===== src/rtl/equiv_pkg.sv =====
// rtl/equiv_pkg.sv - Shared state encoding and lane-delay helpers for the equivalence monitor
package equiv_pkg;

   typedef enum logic [1:0] {
      ST_WARM  = 2'd0,
      ST_CHECK = 2'd1,
      ST_HALT  = 2'd2
   } state_t;

   localparam int LANE_IDX_W = 3;
   localparam int DLY_W      = 3;
   localparam int MAX_LANES  = 8;

   // Per-lane delay field out of the packed parameter, zero-extended to MAX_LANES fields.
   function automatic int lane_dly(input logic [MAX_LANES*DLY_W-1:0] packed_dly, input int lane);
      return int'(packed_dly[lane*DLY_W +: DLY_W]);
   endfunction

endpackage


===== src/rtl/equiv_delay_line.sv =====
// rtl/equiv_delay_line.sv - Fixed-depth data+valid shift register; depth 0 is a pass-through
module equiv_delay_line #(
   parameter int WIDTH = 91,
   parameter int DEPTH = 0
) (
   input  logic             clk,
   input  logic             rst_n,
   input  logic [WIDTH-1:0] in_data,
   input  logic             in_vld,
   output logic [WIDTH-1:0] out_data,
   output logic             out_vld
);

   // One stage is always declared so the depth-0 case elaborates; it is dead logic then.
   localparam int N = (DEPTH == 0) ? 1 : DEPTH;

   logic [WIDTH-1:0] data_q [N];
   logic [N-1:0]     vld_q;

   always_ff @(posedge clk) begin
      if (!rst_n) begin
         for (int i = 0; i < N; i++) begin
            data_q[i] <= '0;
         end
         vld_q <= '0;
      end else begin
         data_q[0] <= in_data;
         vld_q[0]  <= in_vld;
         for (int i = 1; i < N; i++) begin
            data_q[i] <= data_q[i-1];
            vld_q[i]  <= vld_q[i-1];
         end
      end
   end

   assign out_data = (DEPTH == 0) ? in_data : data_q[N-1];
   assign out_vld  = (DEPTH == 0) ? in_vld  : vld_q[N-1];

endmodule


===== src/rtl/equiv_miter_monitor.sv =====
// rtl/equiv_miter_monitor.sv - Multi-lane sequential equivalence monitor against golden lane 0
module equiv_miter_monitor
   import equiv_pkg::*;
#(
   parameter int                       WIDTH    = 91,
   parameter int                       NUM_DUT  = 2,
   parameter logic [NUM_DUT*DLY_W-1:0] LANE_DLY = '0,
   parameter int                       WARMUP   = 2,
   parameter int                       CNT_W    = 16
) (
   input  logic                     clk,
   input  logic                     rst_n,
   input  logic                     smp_vld,
   input  logic [NUM_DUT*WIDTH-1:0] y_in,
   input  logic [NUM_DUT-1:0]       lane_mask,
   input  logic                     stop_on_fail,
   output logic                     fail,
   output logic [NUM_DUT-1:0]       fail_vec,
   output logic [CNT_W-1:0]         mism_cnt,
   output logic [CNT_W-1:0]         smp_cnt,
   output logic [CNT_W-1:0]         first_idx,
   output logic [LANE_IDX_W-1:0]    first_lane,
   output logic [WIDTH-1:0]         first_diff,
   output logic [1:0]               state
);

   localparam int                 EXT_W   = MAX_LANES * DLY_W;
   localparam logic [EXT_W-1:0]   DLY_EXT = EXT_W'(LANE_DLY);
   localparam int                 WARM_W  = (WARMUP < 2) ? 1 : $clog2(WARMUP);

   logic [NUM_DUT-1:0][WIDTH-1:0] al_data;
   logic [NUM_DUT-1:0]            al_vld;

   for (genvar i = 0; i < NUM_DUT; i++) begin : g_lane
      equiv_delay_line #(
         .WIDTH (WIDTH),
         .DEPTH (lane_dly(DLY_EXT, i))
      ) u_dly (
         .clk      (clk),
         .rst_n    (rst_n),
         .in_data  (y_in[i*WIDTH +: WIDTH]),
         .in_vld   (smp_vld),
         .out_data (al_data[i]),
         .out_vld  (al_vld[i])
      );
   end

   logic [NUM_DUT-1:0]    mism;
   logic [LANE_IDX_W-1:0] low_lane;
   logic [WIDTH-1:0]      low_diff;

   // Lane 0 never mismatches itself; descending scan leaves the lowest failing lane selected.
   always_comb begin
      mism     = '0;
      low_lane = '0;
      low_diff = '0;
      for (int i = 0; i < NUM_DUT; i++) begin
         mism[i] = (i != 0) && al_vld[0] && al_vld[i] && !lane_mask[i] && (al_data[i] != al_data[0]);
      end
      for (int i = NUM_DUT - 1; i > 0; i--) begin
         if (mism[i]) begin
            low_lane = LANE_IDX_W'(i);
            low_diff = al_data[0] ^ al_data[i];
         end
      end
   end

   state_t                state_q, state_d;
   logic [WARM_W-1:0]     warm_q, warm_d;
   logic [CNT_W-1:0]      smp_d, mism_d, fidx_d;
   logic                  fail_d;
   logic [NUM_DUT-1:0]    fvec_d;
   logic [LANE_IDX_W-1:0] flane_d;
   logic [WIDTH-1:0]      fdiff_d;

   always_comb begin
      state_d = state_q;
      warm_d  = warm_q;
      smp_d   = smp_cnt;
      mism_d  = mism_cnt;
      fidx_d  = first_idx;
      fail_d  = fail;
      fvec_d  = fail_vec;
      flane_d = first_lane;
      fdiff_d = first_diff;
      case (state_q)
         ST_WARM: begin
            if (al_vld[0]) begin
               if (warm_q == WARM_W'(WARMUP - 1)) state_d = ST_CHECK;
               else                               warm_d  = warm_q + WARM_W'(1);
            end
         end
         ST_CHECK: begin
            if (al_vld[0]) begin
               smp_d = (smp_cnt == '1) ? smp_cnt : smp_cnt + CNT_W'(1);
               if (|mism) begin
                  mism_d = (mism_cnt == '1) ? mism_cnt : mism_cnt + CNT_W'(1);
                  fail_d = 1'b1;
                  fvec_d = fail_vec | mism;
                  if (!fail) begin
                     fidx_d  = smp_cnt;
                     flane_d = low_lane;
                     fdiff_d = low_diff;
                  end
                  if (stop_on_fail) state_d = ST_HALT;
               end
            end
         end
         default: state_d = state_q;
      endcase
   end

   always_ff @(posedge clk) begin
      if (!rst_n) begin
         state_q    <= (WARMUP == 0) ? ST_CHECK : ST_WARM;
         warm_q     <= '0;
         smp_cnt    <= '0;
         mism_cnt   <= '0;
         first_idx  <= '0;
         fail       <= 1'b0;
         fail_vec   <= '0;
         first_lane <= '0;
         first_diff <= '0;
      end else begin
         state_q    <= state_d;
         warm_q     <= warm_d;
         smp_cnt    <= smp_d;
         mism_cnt   <= mism_d;
         first_idx  <= fidx_d;
         fail       <= fail_d;
         fail_vec   <= fvec_d;
         first_lane <= flane_d;
         first_diff <= fdiff_d;
      end
   end

   assign state = state_q;

endmodule


===== config.mk =====
export PLATFORM = sky130hd
export DESIGN_NAME = equiv_miter_monitor
export DESIGN_NICKNAME = d
export VERILOG_FILES = /design/src/rtl/equiv_pkg.sv /design/src/rtl/equiv_delay_line.sv /design/src/rtl/equiv_miter_monitor.sv
export SDC_FILE = /design/constraint.sdc
export NUM_CORES = 1
export LEC_CHECK = 0
export BUFFER_PORTS_ARGS = -buffer_cell sky130_fd_sc_hd__buf_2
export CORE_AREA = 2 2 130 132
export CTS_BUF_LIST = sky130_fd_sc_hd__clkbuf_16
export DETAILED_ROUTE_END_ITERATION = 8
export DIE_AREA = 0 0 132 134
export MAX_ROUTING_LAYER = met4
export PLACE_DENSITY = 0.71
export SYNTH_ARGS = -nofsm -noshare
export SYNTH_HDL_FRONTEND = slang
export SYNTH_SLANG_ARGS = --single-unit

===== constraint.sdc =====
create_clock -name clk -period 2.6 [get_ports clk]
set_clock_uncertainty 0.05 [all_clocks]
set_input_delay 0.52 -clock clk [delete_from_list [all_inputs] [get_ports clk]]
set_output_delay 0.52 -clock clk [all_outputs]
set_load 0.005 [all_outputs]

# Yosys cells after proc, flatten, opt, wreduce, memory -nomap -nowiden
# Cells that the tools add are included.
# word_totals
regBits	146
in_bits	188
output_inout_bits	147
word_cells	44
# op_classes
add_sub_neg	3
eq_ne	9
muxes	7
n_bitwise	5
n_reduce_logical	11
# op_table
operator	count
$ne 91x91->1	1
$xor 91x91->91	1
$add 16x1->16 const B	2
$eq 16x16->1 const B	2
$mux 2	5
$ne 2x2->1 const B	5
$reduce_and 4->1	2
$reduce_and 3->1	2
$reduce_and 6->1	1
$pmux 2 s2	1
$not 1->1	3
$eq 2x1->1 const B	1
$logic_and 1x1->1	2
$logic_not 2->1	1
$or 2x2->2	1
$reduce_and 2->1	1
$reduce_bool 2->1	1
$add 1x1->1 const B	1
$logic_not 1->1	1
$mux 1	1

# Logic depth before layout (Yosys ltp)
# Gate-level depths: netlist (run 1).
# depth
depth_word	6
ltp_mapped	10
depth_no_buf	7

# By module
# A second synthesis (run 1) with hierarchy kept.
# unflattened
cells_unflattened	892
area_unflattened_um2	7800.0
# by_module_without_submodules
mod	instances	cells_each	area_per_inst_um2	seq_area_each_um2
equiv_miter_monitor	1	708	6418.7	2902.8
equiv_delay_line	2	92	690.7	0.0

# Worst setup path before layout (run 1)
# Ideal clock, no wire load.
# synth_timing
kind	input-to-reg
start	input y_in[129]
end	register first_diff[47]
setup_ns	0.134
arrival_time_ns	2.004
t_required_ns	2.416
path_slack_ns	0.412
stages	10
path_buffers	3
path_cell_list	xnor2_1 nand4_1 nor4_1 nand4_1 o21a_1 buf_6 buf_6 clkbuf_1 nor2_1 a211oi_1
# synth_via
elab_chain_cells	3
# synth_lines
element	line	rtl
start, declared	equiv_miter_monitor.sv:14	input logic [NUM_DUT*WIDTH-1:0] y_in,
$ne 91x91->1	equiv_miter_monitor.sv:58	mism[i] = (i != 0) && al_vld[0] && al_vld[i] && !lane_mask[i] && (al_data[i] != al_data[0]);
$logic_and 1x1->1	equiv_miter_monitor.sv:58	
$reduce_and 4->1 (no source line)	n/a	
end signal, assigned	equiv_miter_monitor.sv:133	first_diff <= fdiff_d;
end, declared	equiv_miter_monitor.sv:23	output logic [WIDTH-1:0] first_diff,
# Every way passes these cells.
# A chain may end at the register's enable or synchronous reset.

# Worst setup path in the final report (run 1)
# layout_timing
start	input y_in[157]
end	register first_diff[67]
# The elaborated chain is that of the path after synthesis.

==> results of run 1 <==
[flip-flops by register name, summed over array words and instances, names as in the netlist]
register,cells
first_diff,91
first_idx,16
mism_cnt,16
smp_cnt,16
state,2
fail,1
fail_vec,1
first_lane,1
warm_q,1
[layer usage]
| metal | vias to the layer above | routed length [um] |
|---|---|---|
| li1 | 3185 | - |
| met4 | 0 | 382 |
| met3 | 35 | 1470 |
| met5 | - | 0 |
| met2 | 229 | 9940 |
| met1 | 2893 | 8840 |
[worst max path at each step]
stage | endpoint | slack [ns] | cells past startpoint
5_1_grt | first_diff[23]$_SDFFE_PN0P_ | 0.08 | 10
3_5_place_dp | first_diff[67]$_SDFFE_PN0P_ | -0.21 | 10
6_report | first_diff[67]$_SDFFE_PN0P_ | 0.26 | 10
3_3_place_gp | first_diff[18]$_SDFFE_PN0P_ | -0.21 | 10
2_1_floorplan | first_diff[47]$_SDFFE_PN0P_ | 0.41 | 10
4_1_cts | first_diff[67]$_SDFFE_PN0P_ | 0.22 | 10
[worst reg2reg max path, delay by kind of cell, from the launching register on]
kind / cells / cell delay [ns]
simple gates: 5 / 1.00
compound gates: 2 / 0.49
flops: 1 / 0.32
buf+inv: 1 / 0.27
[cells in the mapped netlist (2+ instances only)]
cell type and number:
buf_2 5, o21a_1 4, clkbuf_1 25, inv_1 2
a211oi_1 92, nor2_1 108, dfxtp_1 145, a31oi_1 2
buf_6 10, or4_1 6, and3_1 4, buf_1 2
nand3_1 30, a21oi_1 11, nor4_1 5, nor3_1 5
or3_1 2, nand4_1 29, o311ai_0 3, mux2i_1 7
nand2_1 40, xnor2_1 99, o21ai_0 17, and4_1 5
o41ai_1 3, nand2b_1 8, buf_4 5, xor2_1 6
o31ai_1 8, ha_1 2, and2_1 8
[per-stage QoR]
stage,util [%],setup slack [ns]
6_report,55.3,0.256
5_1_grt,55.2,0.0792
4_1_cts,55.2,0.216
3_5_place_dp,51.6,-0.211
3_3_place_gp,51.6,-0.211
2_1_floorplan,-,0.412
[final cells by class]
cell class                 count  area (sq um)
antenna                        4          10.0
timing repair buffer         367          1980
multi-input combinational    513          3240
clock buffer                  17           425
tap                          220           275
sequential                   145          2900
fill                        1546          7290
clock inverter                15           159
inverter                       2          10.0
[power groups by stage]
stage | Clock [uW] | Combinational (uW) | Sequential, uW
6_report | 2440 | 654 | 2290
5_1_grt | 2580 | 718 | 2300
4_1_cts | 2480 | 662 | 2290
3_5_place_dp | 0 | 659 | 2340
3_3_place_gp | 0 | 653 | 2340
2_1_floorplan | 0 | 298 | 2350
[kinds of logic (layout without fill, tap and decap cells)]
logic type / count (synthesis) / after routing
mux: 7 / 7
simple gates: 254 / 254
other cells: 1 / 7
xor+xnor: 105 / 105
fa+ha+maj: 2 / 2
buf+inv: 49 / 401
compound gates: 142 / 142
flops: 145 / 145
==> run_results.csv, run 1 <==
group,metric,value,unit
routing,via_per_inst,4.94,
clock_network,numCtsBuffers,17,
power,combPwrFrac,12.1,%
sta,rsz0062_at_grt,"no",
clock_network,clock_path_buffers,2,
clock_network,cts_hold_buf,0,
logic_synthesis,ys_types,38,
clock_network,cts-root-buf,"clkbuf_16",
power,power_frac_seq,42.6,%
global_route,grt_pass1_wl,32100,um
placed_design,routabilityCongestion,0.847,
logic_synthesis,muxShareOfSynthArea,1.09,%
global_route,use_met3,6.50,%
global_route,gr-total-overflow,0,
clock_network,cts_tree,"yes",
logic_synthesis,synth_area_leader_cell,"dfxtp_1",
power,power_leakage,0.00380,uW
placed_design,io_buffers,330,
power,power_density,598,nW/um^2
logic_synthesis,synthArstFlopShare,0,%
floorplan,initial_core_util,39.4,%
logic_synthesis,ys_seq_elements,145,
routing,firstDrtPassIters,5,
logic_synthesis,synthTopCellsByArea,"dfxtp_1 45%, xnor2_1 14%, a211oi_1 11%, nor2_1 6.3%, nand4_1 2.8%",
cells_and_area,drive_gt1_share,38.0,%
worst_setup_path,reg2reg_from,"state[1]$_SDFFE_PN0P_",
worst_setup_path,crit_path_end_kind,"register",
clock_network,clkLatencyLatePin,0.42,ns
logic_synthesis,synth_top_area_share,45.3,%
worst_setup_path,crit_chain,"buf_2 -> xnor2_1 -> buf_4 -> nand4_1 -> nor4_1 -> buf_4 -> nand4_1 -> o21a_4 -> buf_12 -> a211oi_1",
routing,first_iter_violations,367,
global_route,gr-usage-met2,37.8,%
worst_setup_path,crit_arrival,2.61,ns
floorplan,row_count,47,
routing,wl_per_cell,16.1,um
global_route,grt_pass1_vias,5978,
clock_network,path_clk_slew,0.06,ns
power,switching_share,25.5,%
power,power.internal,4010,uW
routing,drc_errors,0,
global_route,top_usage_layer,"met2",
sta,slew-limit-headroom,63.6,%
cells_and_area,areaGrowthSynthToFinish,40.4,%
sta,hold_ws,0.254,ns
worst_hold_path,hold_path_class,"primary input to register",
run,cap_viol_max_count,0,
global_route,grtUsageTotal,24.0,%
logic_synthesis,synthSimpleGateAreaFrac,18.8,%
sta,finalHoldViolCount,0,
power,p_total,5390,uW
logic_synthesis,ys.warnings.count,0,
worst_hold_path,min_path_cells,2,
logic_synthesis,synth_compound_area_share,15.6,%
cells_and_area,post-route-cell-area,9000,sq um
cells_and_area,finalNonFillerCells,1283,
global_route,grt_start_max_net_pins,77,
logic_synthesis,ys.flop_type,"dfxtp_1",
floorplan,die_y,134,um
logic_synthesis,synthCells,705,
logic_synthesis,yosysSeqAreaShare,45.3,%
clock_network,postCtsSetupBuffers,0,
logic_synthesis,avgSynthCellArea,9.09,sq um
sta,setup_violations,0,
power,switching_power,1380,uW
sta,finalSetupTns,0,ns
sta,worst_slew_pin_slew,0.546,ns
worst_setup_path,rr_endpoint,"first_diff[67]$_SDFFE_PN0P_",
floorplan,io_pins,335,
routing,wl,20600,um
worst_setup_path,worst_path_max_delay_cell,"nor4_1",
worst_setup_path,cp_slowest_stage_delay,0.32,ns
worst_hold_path,min_from,"stop_on_fail",
worst_setup_path,ff2ff_setup_slack,0.39,ns
sta,max_freq,0.427,GHz
floorplan,die_area,17700,sq um
worst_setup_path,path_buf_inv,4,
worst_setup_path,timing.critical_path.from,"y_in[157]",
worst_setup_path,crit_required,2.87,ns
logic_synthesis,synth_top_family_by_area,"simple AND/OR/NAND/NOR gates",
worst_hold_path,hold_end,"state[0]$_SDFFE_PN0P_",
worst_setup_path,rr_worst_depth,8,
sta,slew_violations,0,
logic_synthesis,synthXorXnorAreaFrac,14.3,%
power,peakVddDrop,0.000438,V
clock_network,htree_levels,4,
cells_and_area,layout_commonest_cell,"buf_2",
sta,fin_crit,2.34,ns
floorplan,core_area,16300,sq um
floorplan,die_x,132,um
worst_setup_path,critical_path_class,"primary input to register",
routing,via_count,6342,
logic_synthesis,synth_area,6410,sq um
cells_and_area,finalNetCount,1236,
placed_design,dpl_cell_area,8410,sq um
worst_setup_path,crit_path_max_fanout,76,
global_route,antenna_found_initial,2,
global_route,grt_use_met1,29.6,%
logic_synthesis,synth_edf_count,0,
placed_design,place_inst,1247,
clock_network,post_cts_resized,0,
routing,ant_nets,0,
placed_design,dp_hpwl,16000,um
clock_network,cts_num_sinks,145,
sta,period_share,90.1,%
cells_and_area,layout_common_cells,"330 x buf_2, 145 x dfxtp_1, 108 x nor2_1",
worst_setup_path,cp-start-kind,"primary input",
power,clockPowerShare,45.3,%
worst_setup_path,crit_family,"buffers and inverters",
logic_synthesis,synth-adder-area-share,0.390,%
outcome,outcome,"finished clean",
(Power assumes the default switching activity.)
==> inputs of run 2 (changes only) <==
--- a/config.mk
+++ b/config.mk
@@ -12,6 +12,7 @@
 export DIE_AREA = 0 0 132 134
 export MAX_ROUTING_LAYER = met4
 export PLACE_DENSITY = 0.71
+export RECOVER_POWER = 100
 export SYNTH_ARGS = -nofsm -noshare
 export SYNTH_HDL_FRONTEND = slang
 export SYNTH_SLANG_ARGS = --single-unit
==> run 2 against run 1 <==
- sequential power barely moved
- via count down 0.16%
- total power barely moved
- cell count did not move
- die area unchanged
- critical path depth is 3 lower
- global-route usage unchanged
- combinational power fell by 2%
- fmax shrank 1.4%
- non-clock buffer count is the same
- first-iteration DRC count rose by 3.0%
- utilization down 0.91 points
==> run_results.csv, run 2 (synthesized netlist as in run 1, its figures left out) <==
group,metric,value,unit
power,power_leakage,0.00336,uW
routing,via_per_inst,4.94,
global_route,grt_pass1_vias,5978,
routing,drc_errors,0,
outcome,outcome,"finished clean",
global_route,antenna_found_initial,2,
worst_hold_path,min_from,"stop_on_fail",
clock_network,post_cts_resized,0,
worst_hold_path,hold_path_class,"primary input to register",
placed_design,dpl_cell_area,8410,sq um
floorplan,die_x,132,um
clock_network,cts-root-buf,"clkbuf_16",
worst_hold_path,min_path_cells,2,
clock_network,clkLatencyLatePin,0.42,ns
sta,fin_crit,2.38,ns
sta,period_share,91.4,%
global_route,grt_start_max_net_pins,77,
worst_setup_path,ff2ff_setup_slack,0.22,ns
clock_network,path_clk_slew,0.07,ns
power,peakVddDrop,0.000445,V
floorplan,initial_core_util,39.4,%
worst_setup_path,cp-start-kind,"register",
placed_design,dp_hpwl,16000,um
cells_and_area,layout_common_cells,"230 x buf_2, 145 x dfxtp_1, 109 x nor2_1",
routing,firstDrtPassIters,4,
worst_setup_path,crit_required,2.87,ns
cells_and_area,drive_gt1_share,28.2,%
worst_setup_path,crit_path_max_fanout,5,
clock_network,clock_path_buffers,2,
run,cap_viol_max_count,0,
sta,max_freq,0.421,GHz
sta,setup_violations,0,
cells_and_area,areaGrowthSynthToFinish,38.1,%
worst_setup_path,critical_path_class,"register to register",
global_route,grt_pass1_wl,32100,um
worst_setup_path,rr_endpoint,"smp_cnt[8]$_SDFFE_PN0P_",
cells_and_area,finalNetCount,1236,
floorplan,row_count,47,
sta,finalSetupTns,0,ns
sta,slew-limit-headroom,55.1,%
clock_network,cts_num_sinks,145,
worst_setup_path,reg2reg_from,"smp_cnt[8]$_SDFFE_PN0P_",
global_route,gr-total-overflow,0,
placed_design,io_buffers,330,
routing,first_iter_violations,378,
global_route,grtUsageTotal,24.0,%
sta,rsz0062_at_grt,"no",
sta,slew_violations,0,
sta,worst_slew_pin_slew,0.672,ns
cells_and_area,top_register,"first_diff",
clock_network,cts_tree,"yes",
placed_design,routabilityCongestion,0.847,
clock_network,cts_hold_buf,0,
cells_and_area,largest_register_ffs,91,
routing,ant_nets,0,
clock_network,numCtsBuffers,17,
floorplan,core_area,16300,sq um
floorplan,die_area,17700,sq um
worst_setup_path,crit_path_end_kind,"register",
floorplan,io_pins,335,
cells_and_area,post-route-cell-area,8850,sq um
clock_network,htree_levels,4,
clock_network,postCtsSetupBuffers,0,
worst_setup_path,rr_worst_depth,7,
sta,finalHoldViolCount,0,
routing,wl,20700,um
worst_setup_path,crit_arrival,2.65,ns
routing,wl_per_cell,16.1,um
worst_hold_path,hold_end,"state[0]$_SDFFE_PN0P_",
floorplan,die_y,134,um
power,power_density,608,nW/um^2
cells_and_area,layout_commonest_cell,"buf_2",
routing,via_count,6332,
run 2: worst max-delay path by stage:
stage | end | cells past startpoint | slack (ns) | from
2_1_floorplan | first_diff[47]$_SDFFE_PN0P_ | 10 | 0.41 | y_in[129]
3_3_place_gp | first_diff[18]$_SDFFE_PN0P_ | 10 | -0.21 | y_in[157]
3_5_place_dp | first_diff[67]$_SDFFE_PN0P_ | 10 | -0.21 | y_in[157]
4_1_cts | first_diff[67]$_SDFFE_PN0P_ | 10 | 0.22 | y_in[157]
5_1_grt | first_diff[42]$_SDFFE_PN0P_ | 10 | 0.06 | y_in[157]
6_report | smp_cnt[8]$_SDFFE_PN0P_ | 7 | 0.22 | smp_cnt[8]$_SDFFE_PN0P_
run 2: worst max-delay path: stages (launching register included):
cell	delay, ns
dfxtp_1	0.36
and4_1	0.26
and4_1	0.26
and4_1	0.27
nor3b_1	0.59
nand3_1	0.18
xnor2_1	0.15
and2_0	0.15
run 2: final cells by class:
class | instances | area [sq um]
flip-flops and latches | 145 | 2900
fillers | 1606 | 7440
inverters | 2 | 10.0
well taps | 220 | 275
repair buffers | 367 | 1840
clock buffers | 17 | 425
diodes | 4 | 10.0
multi-input cells | 513 | 3230
clock inverters | 15 | 159
run 2: per-layer routing:
metal,track usage (%),vias to the layer above,wire length [um]
met3,6.50,38,1480
met1,29.6,2877,8820
met2,37.8,236,9890
li1,-,3181,-
met4,8.57,0,465
met5,-,-,0
run 2: per-stage QoR:
| stage | hold slack (ns) | total power, uW | std cells | worst slack [ns] | utilization, % |
|---|---|---|---|---|---|
| global route | 0.240 | 5580 | 1281 | 0.0627 | 54.3 |
| detailed placement | 0.398 | 3000 | 1247 | -0.211 | 51.6 |
| floorplan | 0.387 | 2640 | 707 | 0.412 | - |
| global placement | 0.391 | 2990 | 1247 | -0.211 | 51.6 |
| finish | 0.248 | 5380 | 1283 | 0.222 | 54.3 |
| CTS | 0.228 | 5440 | 1279 | 0.216 | 55.2 |
run 2: where the power goes:
group | leakage (uW) | internal, uW | switching (uW)
registers | 0.00117 | 2270 | 26.0
logic | 0.00191 | 313 | 331
clock network | 0.000270 | 1420 | 1020
total | 0.00336 | 4000 | 1380
